--- src/rtl/riscv_defs.sv ---
// Shared RISC-V definitions for the front end.
// Holds the opcodes the fetcher and decoder care about, the J/B immediate
// extraction helpers, the fetch FSM state type and the instruction-queue
// entry layout.
package riscv_defs;

  localparam logic [6:0] OP_JAL    = 7'b1101111;
  localparam logic [6:0] OP_BRANCH = 7'b1100011;
  localparam logic [6:0] OP_JALR   = 7'b1100111;

  typedef enum logic {
    ST_IDLE,
    ST_REQ
  } fetch_state_t;

  typedef struct packed {
    logic [31:0] inst;
    logic [31:0] pc;
    logic        pred_taken;
    logic [31:0] pred_pc;
  } fetch_entry_t;

  // J-type immediate, sign-extended (bit 0 always zero)
  function automatic logic [31:0] imm_j(input logic [31:0] ins);
    return {{12{ins[31]}}, ins[19:12], ins[20], ins[30:21], 1'b0};
  endfunction

  // B-type immediate, sign-extended (bit 0 always zero)
  function automatic logic [31:0] imm_b(input logic [31:0] ins);
    return {{20{ins[31]}}, ins[7], ins[30:25], ins[11:8], 1'b0};
  endfunction

endpackage

--- src/rtl/instruction_fetcher_if.sv ---
// Instruction-side cache handshake.
//   i_waiting : fetch request (fetcher -> cache)
//   i_addr    : word-aligned fetch address (fetcher -> cache)
//   i_result  : fetched word (cache -> fetcher)
//   i_m_ready : i_result valid for i_addr (cache -> fetcher)
interface instruction_fetcher_if;
  logic        i_waiting;
  logic [31:0] i_addr;
  logic [31:0] i_result;
  logic        i_m_ready;

  modport master (output i_waiting, output i_addr, input i_result, input i_m_ready);
  modport slave  (input i_waiting, input i_addr, output i_result, output i_m_ready);
endinterface

--- src/rtl/inst_queue.sv ---
// Parameterized FIFO of fetched instructions.
//   clk, rst_n : clock, asynchronous active-low reset
//   en         : global enable; low freezes pointers, count and storage
//   push/din   : write an entry (ignored when full)
//   pop        : drop the head (ignored when empty)
//   flush      : empty the queue; overrides push and pop
//   dout       : entry at the head pointer
//   full/empty/count : occupancy
module inst_queue
  import riscv_defs::*;
#(
  parameter int unsigned DEPTH = 16
) (
  input  logic                     clk,
  input  logic                     rst_n,
  input  logic                     en,
  input  logic                     push,
  input  logic                     pop,
  input  logic                     flush,
  input  fetch_entry_t             din,
  output fetch_entry_t             dout,
  output logic                     full,
  output logic                     empty,
  output logic [$clog2(DEPTH):0]   count
);

  localparam int unsigned AW = $clog2(DEPTH);

  fetch_entry_t   mem [DEPTH];
  logic [AW-1:0]  head;
  logic [AW-1:0]  tail;
  logic           do_push;
  logic           do_pop;

  assign full    = (count == (AW+1)'(DEPTH));
  assign empty   = (count == '0);
  assign do_push = en && !flush && push && !full;
  assign do_pop  = en && !flush && pop && !empty;
  assign dout    = mem[head];

  // Pointers wrap naturally because DEPTH is a power of two
  always_ff @(posedge clk or negedge rst_n) begin
    if (!rst_n) begin
      head  <= '0;
      tail  <= '0;
      count <= '0;
    end else if (en && flush) begin
      head  <= '0;
      tail  <= '0;
      count <= '0;
    end else begin
      if (do_push) tail <= tail + AW'(1);
      if (do_pop)  head <= head + AW'(1);
      case ({do_push, do_pop})
        2'b10:   count <= count + (AW+1)'(1);
        2'b01:   count <= count - (AW+1)'(1);
        default: count <= count;
      endcase
    end
  end

  always_ff @(posedge clk) begin
    if (do_push) mem[tail] <= din;
  end

endmodule

--- src/rtl/instruction_fetcher.sv ---
// Instruction fetch unit in front of the instruction cache.
// Holds the PC, issues one-word requests over the icache handshake,
// predicts the next PC statically (JAL taken, backward branch taken,
// everything else pc+4) and queues {inst, pc, pred_taken, pred_pc} for issue.
//   clk_in, rst_in      : clock, asynchronous active-low reset
//   rdy_in              : global enable; low freezes all state
//   RoB_clear/_jump_pc  : flush everything and restart at RoB_jump_pc
//   icache              : request/response handshake to the cache
//   inst_*              : FIFO head; popped when inst_valid && inst_ready
module instruction_fetcher
  import riscv_defs::*;
#(
  parameter int unsigned QUEUE_DEPTH = 16,
  parameter logic [31:0] RESET_PC    = 32'h0
) (
  input  logic                  clk_in,
  input  logic                  rst_in,
  input  logic                  rdy_in,
  input  logic                  RoB_clear,
  input  logic [31:0]           RoB_jump_pc,
  instruction_fetcher_if.master icache,
  output logic                  inst_valid,
  output logic [31:0]           inst,
  output logic [31:0]           inst_pc,
  output logic                  inst_pred_taken,
  output logic [31:0]           inst_pred_pc,
  input  logic                  inst_ready
);

  localparam int unsigned CW = $clog2(QUEUE_DEPTH) + 1;
  localparam logic [CW-1:0] CNT_FULL = CW'(QUEUE_DEPTH);

  fetch_state_t  state;
  fetch_state_t  state_nxt;
  logic [31:0]   pc;
  logic          pred_taken;
  logic [31:0]   pred_pc;
  logic          accept;
  fetch_entry_t  q_din;
  fetch_entry_t  q_head;
  logic          q_full;
  logic          q_empty;
  logic [CW-1:0] q_count;

  // Static prediction on the word being returned this cycle
  always_comb begin
    pred_taken = 1'b0;
    pred_pc    = pc + 32'd4;
    case (icache.i_result[6:0])
      OP_JAL: begin
        pred_taken = 1'b1;
        pred_pc    = pc + imm_j(icache.i_result);
      end
      OP_BRANCH: begin
        if (icache.i_result[31]) begin
          pred_taken = 1'b1;
          pred_pc    = pc + imm_b(icache.i_result);
        end
      end
      OP_JALR: begin
        pred_taken = 1'b0;
        pred_pc    = pc + 32'd4;
      end
      default: ;
    endcase
  end

  // A returning word is dropped when it coincides with a flush
  assign accept = (state == ST_REQ) && icache.i_m_ready && !RoB_clear;

  always_comb begin
    state_nxt = state;
    case (state)
      ST_IDLE: if (q_count != CNT_FULL) state_nxt = ST_REQ;
      ST_REQ:  if (accept)              state_nxt = ST_IDLE;
      default: state_nxt = ST_IDLE;
    endcase
  end

  always_ff @(posedge clk_in or negedge rst_in) begin
    if (!rst_in) begin
      state <= ST_IDLE;
      pc    <= RESET_PC;
    end else if (rdy_in) begin
      if (RoB_clear) begin
        state <= ST_IDLE;
        pc    <= RoB_jump_pc;
      end else begin
        state <= state_nxt;
        if (accept) pc <= pred_pc;
      end
    end
  end

  assign q_din = '{inst: icache.i_result, pc: pc, pred_taken: pred_taken, pred_pc: pred_pc};

  inst_queue #(
    .DEPTH (QUEUE_DEPTH)
  ) u_queue (
    .clk   (clk_in),
    .rst_n (rst_in),
    .en    (rdy_in),
    .push  (accept && !q_full),
    .pop   (inst_ready),
    .flush (RoB_clear),
    .din   (q_din),
    .dout  (q_head),
    .full  (q_full),
    .empty (q_empty),
    .count (q_count)
  );

  assign icache.i_waiting = (state == ST_REQ);
  assign icache.i_addr    = pc;

  // Head fields read as zero while empty so no stale storage leaks out
  assign inst_valid      = !q_empty;
  assign inst            = q_empty ? '0 : q_head.inst;
  assign inst_pc         = q_empty ? '0 : q_head.pc;
  assign inst_pred_taken = q_empty ? 1'b0 : q_head.pred_taken;
  assign inst_pred_pc    = q_empty ? '0 : q_head.pred_pc;

endmodule

--- src/flat_wrapper.sv ---
// flat-port wrapper written by rule: the top's interface ports become plain ports
module instruction_fetcher_flat import riscv_defs::*;
#(
  parameter int unsigned QUEUE_DEPTH = 16,
  parameter logic [31:0] RESET_PC    = 32'h0
)
  (clk_in, rst_in, rdy_in, RoB_clear, RoB_jump_pc, inst_valid, inst, inst_pc, inst_pred_taken, inst_pred_pc, inst_ready, icache_i_waiting, icache_i_addr, icache_i_result, icache_i_m_ready);
  instruction_fetcher_if icache_i ();
  input  logic clk_in;
  input  logic rst_in;
  input  logic rdy_in;
  input  logic RoB_clear;
  input  logic [31:0] RoB_jump_pc;
  output logic inst_valid;
  output logic [31:0] inst;
  output logic [31:0] inst_pc;
  output logic inst_pred_taken;
  output logic [31:0] inst_pred_pc;
  input  logic inst_ready;
  output wire logic [$bits(icache_i.i_waiting)-1:0] icache_i_waiting;
  output wire logic [$bits(icache_i.i_addr)-1:0] icache_i_addr;
  input wire logic [$bits(icache_i.i_result)-1:0] icache_i_result;
  input wire logic [$bits(icache_i.i_m_ready)-1:0] icache_i_m_ready;
  assign icache_i_waiting = icache_i.i_waiting;
  assign icache_i_addr = icache_i.i_addr;
  assign icache_i.i_result = icache_i_result;
  assign icache_i.i_m_ready = icache_i_m_ready;
  instruction_fetcher #(.QUEUE_DEPTH(QUEUE_DEPTH), .RESET_PC(RESET_PC)) u_core (.clk_in(clk_in), .rst_in(rst_in), .rdy_in(rdy_in), .RoB_clear(RoB_clear), .RoB_jump_pc(RoB_jump_pc), .icache(icache_i), .inst_valid(inst_valid), .inst(inst), .inst_pc(inst_pc), .inst_pred_taken(inst_pred_taken), .inst_pred_pc(inst_pred_pc), .inst_ready(inst_ready));
endmodule
--- config.mk ---
export PLATFORM = sky130hd
export DESIGN_NAME = instruction_fetcher_flat
export DESIGN_NICKNAME = d
export VERILOG_FILES = /design/src/rtl/riscv_defs.sv /design/src/rtl/instruction_fetcher_if.sv /design/src/rtl/inst_queue.sv /design/src/rtl/instruction_fetcher.sv /design/src/flat_wrapper.sv
export SDC_FILE = /design/constraint.sdc
export NUM_CORES = 2
export LEC_CHECK = 0
export CAP_MARGIN = 20
export CELL_PAD_IN_SITES_DETAIL_PLACEMENT = 0
export CELL_PAD_IN_SITES_GLOBAL_PLACEMENT = 1
export CORE_UTILIZATION = 45
export DETAILED_ROUTE_END_ITERATION = 12
export PLACE_DENSITY_LB_ADDON = 0.1
export SYNTH_ARGS = -nofsm -noshare
export SYNTH_HDL_FRONTEND = slang
export SYNTH_SLANG_ARGS = --single-unit
--- constraint.sdc ---
create_clock -name clk_in -period 5.65 [get_ports clk_in]
set_clock_uncertainty 0.05 [all_clocks]
set_input_delay 1.695 -clock clk_in [delete_from_list [all_inputs] [get_ports clk_in]]
set_output_delay 1.695 -clock clk_in [all_outputs]
set_load 0.01 [all_outputs]
# [After elaboration in Yosys (flattened, before gate mapping)]
# Memory sizes are Yosys's and may differ from the RTL's.
# Cells that the tools add are included.
[word_totals] reg_bits=46 ramBits=1552 inputBits=70 output_inout_bits=131 memories=1
[memory_table] name="u_core.u_queue.mem" words=16 width=97 rd=1 rd_ports_with_merged_regs=0 wr=1 line_no="inst_queue.sv:29" rtl="fetch_entry_t mem [DEPTH];"
[op_classes] add_sub_neg=7 n_eq_ne=6 muxes=22 n_bitwise=1 reduce_logical=18
[op_table] cell="$mux W32" n=6
[op_table] cell="$add A32 B32 Y32" n=2
[op_table] cell="$pmux W32 S2" n=1
[op_table] cell="$add A32 B3 Y32 const B" n=1
[op_table] cell="$mux W4" n=4
[op_table] cell="$eq A7 B7 Y1 const B" n=2
[op_table] cell="$pmux W5 S2" n=1
[op_table] cell="$logic_and A1 B1 Y1" n=9
[op_table] cell="$add A4 B1 Y4 const B" n=2
[op_table] cell="$mux W1" n=7
[op_table] cell="$reduce_bool A2 Y1" n=3
[op_table] cell="$add A5 B1 Y5 const B" n=1
[op_table] cell="$eq A5 B5 Y1 const B" n=1
[op_table] cell="$logic_not A5 Y1" n=1
[op_table] cell="$mux W5" n=1
[op_table] cell="$ne A5 B5 Y1 const B" n=1
[op_table] cell="$sub A5 B1 Y5 const B" n=1
[op_table] cell="$pmux W1 S2" n=2
[op_table] cell="$logic_not A1 Y1" n=3
[op_table] cell="$reduce_bool A3 Y1" n=1
[op_table] cell="$eq A2 B1 Y1 const B" n=1
[op_table] cell="$eq A2 B2 Y1 const B" n=1
[op_table] cell="$reduce_and A2 Y1" n=1
[op_table] cell="$not A1 Y1" n=1

# [Depth between registers and ports, before layout]
[depth] depth_word=8 ltp_mapped=15 ltp_nobuf=14

# [Hierarchy]
# A second synthesis with hierarchy kept.
[hier_totals] hier_cells=3902 hier_area_um2=67163.2
[by_module_without_submodules] module="inst_queue" instances=1 cells_each=2996 area_each_um2=60763.3 seq_area_each_um2=46930.0
[by_module_without_submodules] module="instruction_fetcher" instances=1 cells_each=906 area_each_um2=6399.9 seq_area_each_um2=825.8

# [Least setup slack after synthesis]
# Ideal clock, no wire load.
[synth_path] path_type="in2reg" startpoint="input port rdy_in" endpoint="memory u_core.u_queue.mem[10][10] (netlist name) (enable)" setup_time_ns=0.465 arrival_ns=5.232 t_required_ns=5.135 slack_ns=-0.097 stages=8 cell_sequence="clkbuf_1 > inv_2 > nor2_1 > nand2_1 > a21oi_1 > inv_1 > nor3b_1 > and2_1"
[synth_between] elab_chain_cells=5
[synth_rtl] item="start, declared" line_no="flat_wrapper.sv:11" rtl="input logic rdy_in;"
[synth_rtl] item="$logic_and A1 B1 Y1 (3 in series)" line_no="inst_queue.sv:37" rtl="assign do_push = en && !flush && push && !full;"
[synth_rtl] item="$mux W1" line_no="inst_queue.sv:63" rtl="if (do_push) mem[tail] <= din;"
[synth_rtl] item="$mux W1 (implied by the code)" line_no="inst_queue.sv:63"
[synth_rtl] item="end, declared" line_no="inst_queue.sv:29"
# Every way passes these cells.

# [Worst setup path after layout]
[layout_path] startpoint="register u_core.u_queue.head[1]" endpoint="output port inst[19]"
[layout_between] elab_chain_cells=2
[layout_rtl] item="start, declared" line_no="inst_queue.sv:30" rtl="logic [AW-1:0] head;"
[layout_rtl] item="start signal, assigned" line_no="inst_queue.sv:53" rtl="if (do_pop) head <= head + AW'(1);"
[layout_rtl] item="$mem_v2 Z16 W97"
[layout_rtl] item="$mux W32" line_no="instruction_fetcher.sv:118" rtl="assign inst = q_empty ? '0 : q_head.inst;"
[layout_rtl] item="end, declared" line_no="flat_wrapper.sv:15" rtl="output logic [31:0] inst;"
# Every way passes these cells.

==> flow_metrics.py <==
metrics = {
    "die": {
        "initial_core_util_pct": 45.4,
        "io_pins": 201,
        "core_mm2": 0.142,
        "rows": 138,
        "die_h_um": 380,
        "die_w_um": 380,
        "dieArea_mm2": 0.144,
    },
    "synth": {
        "synth-edff-count": 1536,
        "synthFlopType": "edfxtp_1",
        "synthDistinctLibCells": 71,
        "ys_seq_area_share_pct": 73.6,
        "synth_common_cells": "1536 x edfxtp_1, 480 x mux4_2, 124 x clkbuf_1",
        "avgSynthCellArea_um2": 21.0,
        "synth.area.top_cells": "edfxtp_1 72%, mux4_2 17%, dfrtp_1 1.8%, and2_1 1.1%, ha_1 1.0%",
        "yosysTopAreaCell": "edfxtp_1",
        "ys_async_sr_fraction_pct": 2.91,
        "ys_seq_elements": 1582,
        "synth_most_common_cell": "edfxtp_1",
        "syn_area_mm2": 0.0643,
        "ys_warn_count": 0,
        "synthCells": 3062,
        "synth_top_area_share_pct": 71.8,
        "synth_nets": 3188,
    },
    "cts": {
        "cts-buffers-inserted": 165,
        "cts_tree": "done",
        "clock_latency_ns": 0.80,
        "ctsLongestPathBuffers": 3,
        "cts.clk_slew.worst_paths_ns": 0.06,
        "h-tree-depth": 4,
        "cts.sinks": 1582,
        "cts_root_buffer": "clkbuf_16",
    },
    "timing": {
        "max_slew_margin_pct": 25.7,
        "rsz0062_at_grt": "no",
        "setup_tns_ns": 0,
        "post-route-period-util_pct": 96.3,
        "hold_violations": 0,
        "min_period_ns": 5.44,
        "slew_violations": 0,
        "tightest_slew_ns": 1.11,
        "clock.fmax_ghz": 0.184,
        "setup_violations": 0,
    },
    "job": {
        "drv_cap": 0,
    },
    "placement": {
        "place_congestion": 0.880,
        "hpwl_um": 108000,
        "numPortBuffers": 200,
    },
    "worst_hold_path": {
        "hold_class": "reg -> reg",
    },
    "power": {
        "p_int_uw": 21500,
        "ir_worst_vdd_v": 0.000289,
        "power_switching_uw": 7080,
        "leakagePower_uw": 0.0241,
        "p_per_area_mw_per_mm2": 376,
        "sequentialPowerShare_pct": 46.7,
        "clkPwrFrac_pct": 37.1,
        "sw_frac_of_total_pct": 24.8,
        "p_comb_share_pct": 16.2,
    },
    "grt": {
        "grt_pass1_vias": 35102,
        "grt_usage_pct": 25.0,
        "grt_max_degree": 54,
        "grt_pass1_wl_um": 255000,
        "antenna_found_initial": 12,
        "grt-ovfl-total": 0,
    },
    "final_layout": {
        "utilization_pct": 53.8,
        "nNetsFinal": 3656,
        "area_growth_syn_to_layout_pct": 18.6,
        "multi_input_area_mm2": 0.0163,
        "seq_area_mm2": 0.0473,
        "drive_above_1_share_pct": 28.0,
        "num-fill-cells": 10945,
    },
    "critical_path": {
        "worstPathCellList": "buf_4 -> mux4_2 -> mux4_2 -> and2_1 -> clkdlybuf4s50_1",
        "critical_path_class": "reg -> out",
        "cp-start-kind": "flop",
        "crit_top_cell": "mux4_2",
        "crit_slowest_cell": "dfrtp_4",
        "slowest_delay_ns": 0.70,
        "cp.required_ns": 3.90,
        "crit_path_end_kind": "output pin",
        "critical_path.max_fanout": 36,
        "cp.arrival_ns": 3.70,
    },
    "route": {
        "routed_wl_um": 178000,
        "drtAntennaViolNets": 0,
        "avgRoutedWirePerCell_um": 32.1,
        "dr.pass1.iters": 7,
        "drc": 0,
        "drtIter0Drc": 4097,
        "routed_via_density": 6.01,
        "num_vias": 33427,
    },
    "status": {
        "status": "complete, no violations",
    },
}
## area by class of cell
cell class | count | share of cell area, %
Antenna cell | 4 | 0.0131
Inverter | 24 | 0.118
Timing Repair Buffer | 472 | 6.36
Sequential cell | 1582 | 62.1
Clock buffer | 202 | 5.67
Clock inverter | 102 | 1.30
Multi-Input combinational cell | 1285 | 21.4
Tap cell | 1890 | 3.10
## metrics by stage
| step | total power, uW | worst slack [ns] | instance area [um^2] | hold WS (ns) | std cells |
|---|---|---|---|---|---|
| floorplan | 16200 | 0.145 | 64300 | 0.464 | 3062 |
| global placement | 18200 | -0.148 | 70800 | 0.492 | 5243 |
| detailed placement | 18200 | -0.259 | 70800 | 0.508 | 5243 |
| CTS | 28900 | 0.0595 | 76100 | 0.520 | 5551 |
| global route | 29600 | 0.0956 | 76200 | 0.572 | 5557 |
| finish | 28600 | 0.209 | 76200 | 0.524 | 5561 |
## registers in the layout (all words and copies together), names as in the netlist
name / count
u_core.icache.i_addr: 32
u_core.u_queue.head: 4
u_core.icache.i_waiting: 1
u_core.u_queue.count: 5
u_core.u_queue.tail: 4
u_core.u_queue.mem: 1536
## power by group through the flow
stage	clock (uW)	combinational [uW]	sequential (uW)
floorplan	0	2560	13700
global placement	0	4540	13600
detailed placement	0	4600	13600
CTS	10900	4660	13400
global route	11300	4950	13400
finish	10600	4630	13400
## layer usage
metal,track usage [%],vias to the layer above,wire length [um]
met5,0,-,114
met4,6.68,10,4010
met3,5.84,247,13600
met2,40.1,1321,86600
met1,34.5,18015,74100
li1,-,13834,-
## placed cells by master, fill, tap and decap left out, drive strengths merged, types with 25 or more instances in the layout
master	instances
edfxtp	1536
buf	274
clkinv	77
xor2	33
inv	31
clkdlybuf4s50	198
clkbuf	202
nand4	25
and2	116
o21ai	43
nand2	88
ha	53
nand3	33
mux4	480
xnor2	38
a21oi	68
dfrtp	46
nor2	64
## cell families (layout without fill, tap and decap cells)
logic type                 after synthesis  count (layout)  synth area share (%)
AOI/OAI and AO/OA                      290             290                  3.14
xor gates and xnor gates                71              71                 0.968
adders and majority gates               56              56                  1.13
buffers and inverters                  195             800                  1.19
DFF                                   1582            1582                  73.6
muxes                                  487             487                  16.9
other                                    0               4                     0
and+or+nand+nor                        381             381                  3.08
## path summary, 6_finish.rpt
check / end / start / slack [ns] / cells after the start
min reg2reg: u_core.u_queue.count[3] / u_core.u_queue.count[3] / 0.52 / 2
min: u_core.u_queue.count[3] / u_core.u_queue.count[3] / 0.52 / 2
max reg2reg: u_core.u_queue.mem[0][30] / u_core.icache.i_addr[23] / 1.69 / 9
max in group asynchronous: u_core.u_queue.head[0] / rst_in / 3.73 / 2
min in group asynchronous: u_core.icache.i_addr[13] / rst_in / 0.95 / 1
max: inst[19] / u_core.u_queue.head[1] / 0.21 / 5
## what timing repair did
item,4_1_cts,5_1_grt
gates resized for setup,0,1
endpoints found under the setup margin,50,5
hold buffers,0,0
buffers inserted,4,0
## worst max-delay path, delay by kind of cell (launching register included)
kind | cells | cell delay, ns
muxes | 2 | 0.92
and+or+nand+nor | 1 | 0.18
DFF | 1 | 0.70
buffers and inverters | 2 | 1.05
No activity file was read; power rests on OpenSTA's default activity.
